`src/rtl/mac_pkg.sv`:
```
`default_nettype none
// ============================================================================
// Module      : mac_pkg
// Description : Shared types and sizing constants for the MAC datapath
//               (mac_mult_seq, mac_idx_counter, mac_stop_accum).
// Revision    : 1.0 - initial release
// ============================================================================
package mac_pkg;

    typedef enum logic [1:0] {
        ST_IDLE  = 2'd0,
        ST_RUN   = 2'd1,
        ST_DRAIN = 2'd2
    } mac_state_t;

    localparam int C_DEF_M      = 4;
    localparam int C_DEF_K      = 4;
    localparam int C_DEF_N      = 4;
    localparam int C_DEF_DATA_W = 32;

    localparam int C_ROW_A_W = $clog2(C_DEF_M);
    localparam int C_K_W     = $clog2(C_DEF_K);
    localparam int C_COL_B_W = $clog2(C_DEF_N);
    localparam int C_PROD_W  = 2 * C_DEF_DATA_W;

    // Number of cycles spent in DRAIN while the product pipeline empties.
    localparam int C_DRAIN_CYCLES = 2;

endpackage : mac_pkg
`default_nettype wire

```
`src/rtl/mac_idx_counter.sv`:
```
`default_nettype none
// ============================================================================
// Module      : mac_idx_counter
// Description : Nested (i, j, k) index counter; k innermost, then j, then i.
// Revision    : 1.0 - initial release
// ============================================================================
module mac_idx_counter #(
    parameter int M = 4,
    parameter int K = 4,
    parameter int N = 4
) (
    input  logic                 clk,
    input  logic                 resetn,
    input  logic                 clear,
    input  logic                 advance,
    output logic [$clog2(M)-1:0] i,
    output logic [$clog2(N)-1:0] j,
    output logic [$clog2(K)-1:0] k,
    output logic                 last
);

    localparam int C_IW = $clog2(M);
    localparam int C_JW = $clog2(N);
    localparam int C_KW = $clog2(K);

    localparam logic [C_IW-1:0] C_I_MAX = C_IW'(M - 1);
    localparam logic [C_JW-1:0] C_J_MAX = C_JW'(N - 1);
    localparam logic [C_KW-1:0] C_K_MAX = C_KW'(K - 1);

    logic [C_IW-1:0] r_i;
    logic [C_JW-1:0] r_j;
    logic [C_KW-1:0] r_k;

    logic w_i_max;
    logic w_j_max;
    logic w_k_max;

    assign w_i_max = (r_i == C_I_MAX);
    assign w_j_max = (r_j == C_J_MAX);
    assign w_k_max = (r_k == C_K_MAX);

    always_ff @(posedge clk) begin
        if (!resetn || clear) begin
            r_i <= '0;
            r_j <= '0;
            r_k <= '0;
        end else if (advance) begin
            if (!w_k_max) begin
                r_k <= r_k + C_KW'(1);
            end else begin
                r_k <= '0;
                if (!w_j_max) begin
                    r_j <= r_j + C_JW'(1);
                end else begin
                    r_j <= '0;
                    r_i <= w_i_max ? '0 : r_i + C_IW'(1);
                end
            end
        end
    end

    assign i    = r_i;
    assign j    = r_j;
    assign k    = r_k;
    assign last = w_i_max && w_j_max && w_k_max;

endmodule : mac_idx_counter
`default_nettype wire

```
`src/rtl/mac_mult_seq.sv`:
```
`default_nettype none
// ============================================================================
// Module      : mac_mult_seq
// Description : Walks the (i, j, k) space of C = A*B, issues A/B read
//               addresses and emits registered products with aligned indices.
//               Define MAC_MULT_SIGNED_EN for two's-complement operands.
// Revision    : 1.0 - initial release
// ============================================================================
module mac_mult_seq
    import mac_pkg::*;
#(
    parameter int M                      = C_DEF_M,
    parameter int K                      = C_DEF_K,
    parameter int N                      = C_DEF_N,
    parameter int DATA_WIDTH_INIT_MATRIX = C_DEF_DATA_W
) (
    input  logic                                  clk,
    input  logic                                  resetn,
    input  logic                                  start,
    input  logic [DATA_WIDTH_INIT_MATRIX-1:0]     data_out_a,
    input  logic [DATA_WIDTH_INIT_MATRIX-1:0]     data_out_b,
    output logic [$clog2(M)-1:0]                  row_addr_a,
    output logic [$clog2(K)-1:0]                  col_addr_a,
    output logic [$clog2(K)-1:0]                  row_addr_b,
    output logic [$clog2(N)-1:0]                  col_addr_b,
    output logic [2*DATA_WIDTH_INIT_MATRIX-1:0]   product_reg,
    output logic [$clog2(M)-1:0]                  matrix_a_row_addr_counter_reg,
    output logic [$clog2(K)-1:0]                  matrix_a_col_addr_counter_reg,
    output logic [$clog2(K)-1:0]                  matrix_b_row_addr_counter_reg,
    output logic [$clog2(N)-1:0]                  matrix_b_col_addr_counter_reg,
    output logic                                  mult_done_reg,
    output logic                                  busy,
    output logic                                  seq_done
);

    localparam int C_DW = DATA_WIDTH_INIT_MATRIX;
    localparam int C_PW = 2 * DATA_WIDTH_INIT_MATRIX;
    localparam int C_IW = $clog2(M);
    localparam int C_JW = $clog2(N);
    localparam int C_KW = $clog2(K);

    mac_state_t r_state;
    mac_state_t w_state_nxt;
    logic       r_drain_cnt;
    logic       r_seq_done;

    logic            w_clear;
    logic            w_advance;
    logic [C_IW-1:0] w_i;
    logic [C_JW-1:0] w_j;
    logic [C_KW-1:0] w_k;
    logic            w_last;

    logic            r_s1_valid;
    logic [C_IW-1:0] r_s1_i;
    logic [C_JW-1:0] r_s1_j;
    logic [C_KW-1:0] r_s1_k;

    logic            r_mult_done;
    logic [C_PW-1:0] r_product;
    logic [C_IW-1:0] r_c_i;
    logic [C_JW-1:0] r_c_j;
    logic [C_KW-1:0] r_c_k;

    logic [C_PW-1:0] w_op_a;
    logic [C_PW-1:0] w_op_b;
    logic [C_PW-1:0] w_product;

    mac_idx_counter #(
        .M (M),
        .K (K),
        .N (N)
    ) u_idx_counter (
        .clk     (clk),
        .resetn  (resetn),
        .clear   (w_clear),
        .advance (w_advance),
        .i       (w_i),
        .j       (w_j),
        .k       (w_k),
        .last    (w_last)
    );

    always_ff @(posedge clk) begin
        if (!resetn) begin
            r_state <= ST_IDLE;
        end else begin
            r_state <= w_state_nxt;
        end
    end

    // The counter stops on the last index so the addresses hold afterwards.
    always_comb begin
        w_state_nxt = r_state;
        w_clear     = 1'b0;
        w_advance   = 1'b0;
        case (r_state)
            ST_IDLE: begin
                if (start) begin
                    w_state_nxt = ST_RUN;
                    w_clear     = 1'b1;
                end
            end
            ST_RUN: begin
                if (w_last) begin
                    w_state_nxt = ST_DRAIN;
                end else begin
                    w_advance = 1'b1;
                end
            end
            ST_DRAIN: begin
                if (r_drain_cnt) begin
                    w_state_nxt = ST_IDLE;
                end
            end
            default: begin
                w_state_nxt = ST_IDLE;
            end
        endcase
    end

    always_ff @(posedge clk) begin
        if (!resetn) begin
            r_drain_cnt <= 1'b0;
            r_seq_done  <= 1'b0;
        end else begin
            r_drain_cnt <= (r_state == ST_DRAIN) ? ~r_drain_cnt : 1'b0;
            r_seq_done  <= (r_state == ST_DRAIN) && r_drain_cnt;
        end
    end

    // Stage 1 tracks the address issued this cycle; memory data follows next cycle.
    always_ff @(posedge clk) begin
        if (!resetn) begin
            r_s1_valid <= 1'b0;
            r_s1_i     <= '0;
            r_s1_j     <= '0;
            r_s1_k     <= '0;
        end else begin
            r_s1_valid <= (r_state == ST_RUN);
            r_s1_i     <= w_i;
            r_s1_j     <= w_j;
            r_s1_k     <= w_k;
        end
    end

`ifdef MAC_MULT_SIGNED_EN
    assign w_op_a = {{C_DW{data_out_a[C_DW-1]}}, data_out_a};
    assign w_op_b = {{C_DW{data_out_b[C_DW-1]}}, data_out_b};
`else
    assign w_op_a = {{C_DW{1'b0}}, data_out_a};
    assign w_op_b = {{C_DW{1'b0}}, data_out_b};
`endif

    assign w_product = w_op_a * w_op_b;

    always_ff @(posedge clk) begin
        if (!resetn) begin
            r_mult_done <= 1'b0;
            r_product   <= '0;
            r_c_i       <= '0;
            r_c_j       <= '0;
            r_c_k       <= '0;
        end else begin
            r_mult_done <= r_s1_valid;
            if (r_s1_valid) begin
                r_product <= w_product;
                r_c_i     <= r_s1_i;
                r_c_j     <= r_s1_j;
                r_c_k     <= r_s1_k;
            end
        end
    end

    assign row_addr_a                    = w_i;
    assign col_addr_a                    = w_k;
    assign row_addr_b                    = w_k;
    assign col_addr_b                    = w_j;
    assign product_reg                   = r_product;
    assign matrix_a_row_addr_counter_reg = r_c_i;
    assign matrix_a_col_addr_counter_reg = r_c_k;
    assign matrix_b_row_addr_counter_reg = r_c_k;
    assign matrix_b_col_addr_counter_reg = r_c_j;
    assign mult_done_reg                 = r_mult_done;
    assign busy                          = (r_state != ST_IDLE);
    assign seq_done                      = r_seq_done;

endmodule : mac_mult_seq
`default_nettype wire

```
`config.mk`:
```
export PLATFORM = sky130hd
export DESIGN_NAME = mac_mult_seq
export DESIGN_NICKNAME = d
export VERILOG_FILES = /design/src/rtl/mac_pkg.sv /design/src/rtl/mac_idx_counter.sv /design/src/rtl/mac_mult_seq.sv
export SDC_FILE = /design/constraint.sdc
export NUM_CORES = 2
export LEC_CHECK = 0
export ABC_CLOCK_PERIOD_IN_PS = 10100
export CORE_MARGIN = 2
export CORE_UTILIZATION = 45
export CTS_CLUSTER_DIAMETER = 150
export DETAILED_ROUTE_END_ITERATION = 7
export GPL_TIMING_DRIVEN = 0
export HOLD_SLACK_MARGIN = 0.15
export PLACE_DENSITY = 0.74
export SETUP_SLACK_MARGIN = 0.15
export SLEW_MARGIN = 20
export SYNTH_ARGS = -nofsm -noshare
export SYNTH_HDL_FRONTEND = slang
export SYNTH_SLANG_ARGS = --single-unit
```
`constraint.sdc`:
```
create_clock -name clk -period 10.1 [get_ports clk]
set_input_delay 2.02 -clock clk [delete_from_list [all_inputs] [get_ports clk]]
set_output_delay 2.02 -clock clk [all_outputs]
set_load 0.005 [all_outputs]
```
Word level (Yosys, flattened, before mapping)

Index checks and enable logic that the tools add are counted.

Equality and inequality tests: 8
Multipliers: 1
Bitwise operators: 1
Add/subtract/negate cells: 3
Muxes and demuxes: 11
Reduce and logical (&&, ||, !) cells: 11

Operator list:

| operator            | count |
|---|---|
| $mul 32x32->64      | 1 |
| $mux 2              | 6 |
| $eq 2x2->1 const B  | 4 |
| $add 2x1->2 const B | 3 |
| $pmux 2 s3          | 1 |
| $reduce_and 3->1    | 2 |
| $mux 1              | 4 |
| $ne 2x2->1 const B  | 2 |
| $reduce_and 2->1    | 2 |
| $logic_and 1x1->1   | 3 |
| $eq 2x1->1 const B  | 1 |
| $logic_not 2->1     | 1 |
| $ne 2x1->1 const B  | 1 |
| $reduce_bool 2->1   | 1 |
| $logic_not 1->1     | 1 |
| $logic_or 1x1->1    | 1 |
| $not 1->1           | 1 |

Register bits: 88
Output and inout bits: 83
Logic and storage cells: 50
Input port bits: 67

Longest topological paths before layout

Word-level depth: 6
Gate-level depth with buffers: 29
Depth with buffers taken out: 27

By module

Synthesis repeated with hierarchy kept, for this count alone.

Cell total of the unflattened synthesis: 3984
Area, all modules: 36383.6 sq um

By module, submodules not included:

| module          | cells an instance | seq. area each (sq um) | area an instance (sq um) | times used |
|---|---|---|---|---|
| mac_mult_seq    | 3953              | 1641.6                 | 36054.6                  | 1 |
| mac_idx_counter | 31                | 120.1                  | 329.1                    | 1 |

Least setup slack after synthesis

Ideal clock, no wire load.

Kind: input -> register
From: in data_out_a[30]
To: reg r_product[58], in the netlist product_reg[58]
Path buffers: 2
Data required time: 9.972 ns
Arrival time: 8.712 ns
Path slack: 1.261 ns
Setup time: 0.128 ns
Stages on the path: 28
Cell sequence: clkbuf_1 -> nand2_1 -> fa_1 -> inv_1 -> fa_1 -> fa_1 -> inv_1 -> fa_1 -> inv_1 -> fa_1 -> fa_1 -> fa_1 -> inv_1 -> fa_1 -> inv_1 -> ha_1 -> clkbuf_1 -> nand2_1 -> nor2_1 -> a211o_1 -> a31oi_1 -> a2111oi_0 -> nor2_1 -> a221oi_1 -> a31oi_1 -> xnor2_1 -> mux2i_1 -> nor2_1

Cells in the longest elaborated chain, start to end: 1

Ends and longest elaborated chain:

| what                 | line                | text |
|---|---|---|
| from (decl)          | mac_mult_seq.sv:20  | `input logic [DATA_WIDTH_INIT_MATRIX-1:0] data_out_a,` |
| $mul 32x32->64       | mac_mult_seq.sv:155 | `assign w_product = w_op_a * w_op_b;` |
| to (signal assigned) | mac_mult_seq.sv:167 | `r_product <= w_product;` |
| to (decl)            | mac_mult_seq.sv:60  | `logic [C_PW-1:0] r_product;` |

Every way passes these cells.
A chain may end at the register's enable or synchronous reset.

Worst setup path in the final report

From: in data_out_a[25]
To: reg r_product[58], in the netlist product_reg[58]

The elaborated chain is that of the path after synthesis.

==> impl_metrics.toml <==
[outcome]
status = "complete, but fails checks"
violations = "DRC"

[grt]
grt_pass1_vias = 30400
grt_pass1_wl_um = 187000
grt_max_degree = 15
gr-total-overflow = 0
grt_use_total_pct = 31.0
antenna_found_initial = 14

[route]
num_vias = 28800
drt_iter0_drc = 2605
drt_wl_total_um = 125000
via_per_inst = 5.55
top_layer_used = "met5"
final_antenna_net_count = 0
dr.pass1.iters = 8
drc = 1
wl_met2_um = 55900
routedWlPerCell_um = 24.2
wl_met1_um = 45200
wl_met3_um = 14500

[yosys]
ys_ff_latch = 88
ys_warn_count = 0
async_flop_share_pct = 0
synth-edff-count = 0
synth_area_leader_cell = "fa_1"
synth.avg_cell_area_um2 = 9.13
ys_types = 60
yosys_most_used_dff = "dfxtp_1"
synth_fp_nets = 5185
synth.cell_area_um2 = 36100
synth_area_leaders = "fa_1 (50%), and2_1 (11%), ha_1 (9.2%), inv_1 (9.0%), nand2_1 (5.0%)"
syn-instance-count = 3956
synth_top_area_share_pct = 49.7
synth_seq_area_share_pct = 4.88

[clock_network]
cts_root_buf = "clkbuf_16"
cts_hold_buf = 0
cts_buffers = 9
cts_tree = "yes"
insertion_delay_ps = 340
clock_path_buffers = 2
postCtsSetupBuffers = 0
htree_levels = 3
clock_sinks = 88
clkSlewWorstSetupHoldPaths_ps = 60

[sta]
fin_crit_ps = 9840
hold_viol = 0
drv_slew = 0
finClkSkew_ps = 4.82
max_slew_margin_pct = 43.6
tightest_slew_ps = 846
rsz0062_at_grt = "yes"
setup_slack_ps = 258
setup_viol = 0
fin_crit_sh_pct = 97.4
timing.fmax_mhz = 102

[hold_path]
worstHoldPathType = "flop to flop"

[worst_setup_path]
path_max_fanout = 10
path_buf_inv = 4
cp_slowest_cell = "fa_1"
crit_top_cell = "fa_1"
slowest_delay_ps = 630
crit_arrival_ps = 10110
cp.required_ps = 10370
crit_path_end_kind = "flop"
crit_family = "adder cells"
start_kind = "input pin"
criticalPathCategory = "input pin to flop"

[placed_design]
dp_cells = 5154
place_ws_ps = -856
gp_congestion = 1.06
place_hpwl_um = 107000
numPortBuffers = 148

[finish]
most-common-layout-cells = "fa_1 (895), inv_1 (865), and2_1 (608), nand2_1 (480), ha_1 (262)"
area_growth_pct = 10.7
largest_register_ffs = 64
multi_input_area_um2 = 30300
drive_gt1_share_pct = 5.34
layout_commonest_cell = "fa_1"
final_nets = 5344
fillers = 7362
seqCellArea_um2 = 1760
layout.cells.non_filler = 5179

[floorplanning]
die_area_um2 = 82500
die_w_um = 287
initial_core_util_pct = 45.5
coreArea_um2 = 79300
io_pins = 150
std_cell_rows = 103
die_h_um = 287

[flow_run]
maxCapViolations = 0
## stage by stage
stage / TNS, ps / utilization [%] / instance area [um2] / hold slack, ps
after global routing: 0 / 50.4 / 39900 / 484
after CTS: 0 / 50.1 / 39700 / 452
after floorplan: 0 / - / 36100 / 405
final: 0 / 50.4 / 40000 / 451
after global placement: -11250 / 49.1 / 38900 / 427
after detailed placement: -12940 / 49.1 / 38900 / 443
## cell usage after synthesis, types with 5 or more instances
master / n
o21bai_1: 16
a211o_1: 6
ha_1: 266
o21ai_0: 21
nand2_1: 480
a211oi_1: 11
clkbuf_1: 224
and3_1: 6
o211ai_1: 7
a21oi_1: 86
inv_1: 865
nand4_1: 21
mux2i_1: 41
xor2_1: 16
nor3_1: 9
fa_1: 896
buf_1: 5
a31oi_1: 9
dfxtp_1: 88
a21o_1: 27
xnor2_1: 42
o21a_1: 8
nor2_1: 113
nand3_1: 18
o21ai_1: 15
and2_1: 608
## tightest hold or removal path: cells and delay by family, from the launching register on
kind,cells,cell delay [ps]
flip-flops,1,310
AO/OA/AOI/OAI,1,50
AND/OR/NAND/NOR,1,50
## routing by layer
| metal | vias up | track usage [%] |
|---|---|---|
| met1 | 14600 | 39.1 |
| li1 | 11900 | - |
| met2 | 1731 | 48.1 |
| met5 | - | 0 |
| met4 | 6 | 18.0 |
| met3 | 492 | 8.04 |
## layout make-up
cell class | count | area share (%)
antenna | 9 | 0.0564
buffer | 233 | 3.74
clock buffer | 11 | 0.607
clock inverter | 5 | 0.200
inverter | 866 | 8.13
multi-input combinational | 2769 | 75.8
sequential | 88 | 4.41
tap | 1050 | 3.29
timing repair buffer | 148 | 3.73
## logic make-up (layout without fill, tap and decap cells)
family / after synthesis / in the layout / synth area share, %
AOI/OAI and AO/OA: 239 / 239 / 4.39
buffers and inverters: 1099 / 1263 / 11.5
other: 0 / 9 / 0
and+or+nand+nor: 1269 / 1269 / 17.8
adders and majority gates: 1162 / 1162 / 58.9
DFF: 88 / 88 / 4.88
xor gates and xnor gates: 58 / 58 / 1.41
muxes: 41 / 41 / 1.14
## timing repair
action	in CTS	in global routing
pin swaps	0	1
endpoints found under the setup margin	24	11
resized for setup	284	133
## final timing paths
| kind | cells past startpoint | from | slack (ps) | to |
|---|---|---|---|---|
| setup / recovery | 25 | data_out_a[25] | 260 | product_reg[58] |
| hold / removal | 2 | product_reg[39] | 450 | product_reg[39] |
| setup reg to reg | 5 | r_s1_valid | 7970 | product_reg[1] |
| hold reg to reg | 2 | product_reg[39] | 450 | product_reg[39] |
Power is left out: the tool's default activity adds up to more than one toggle a clock period on the data nets, which glitch-free logic cannot reach.
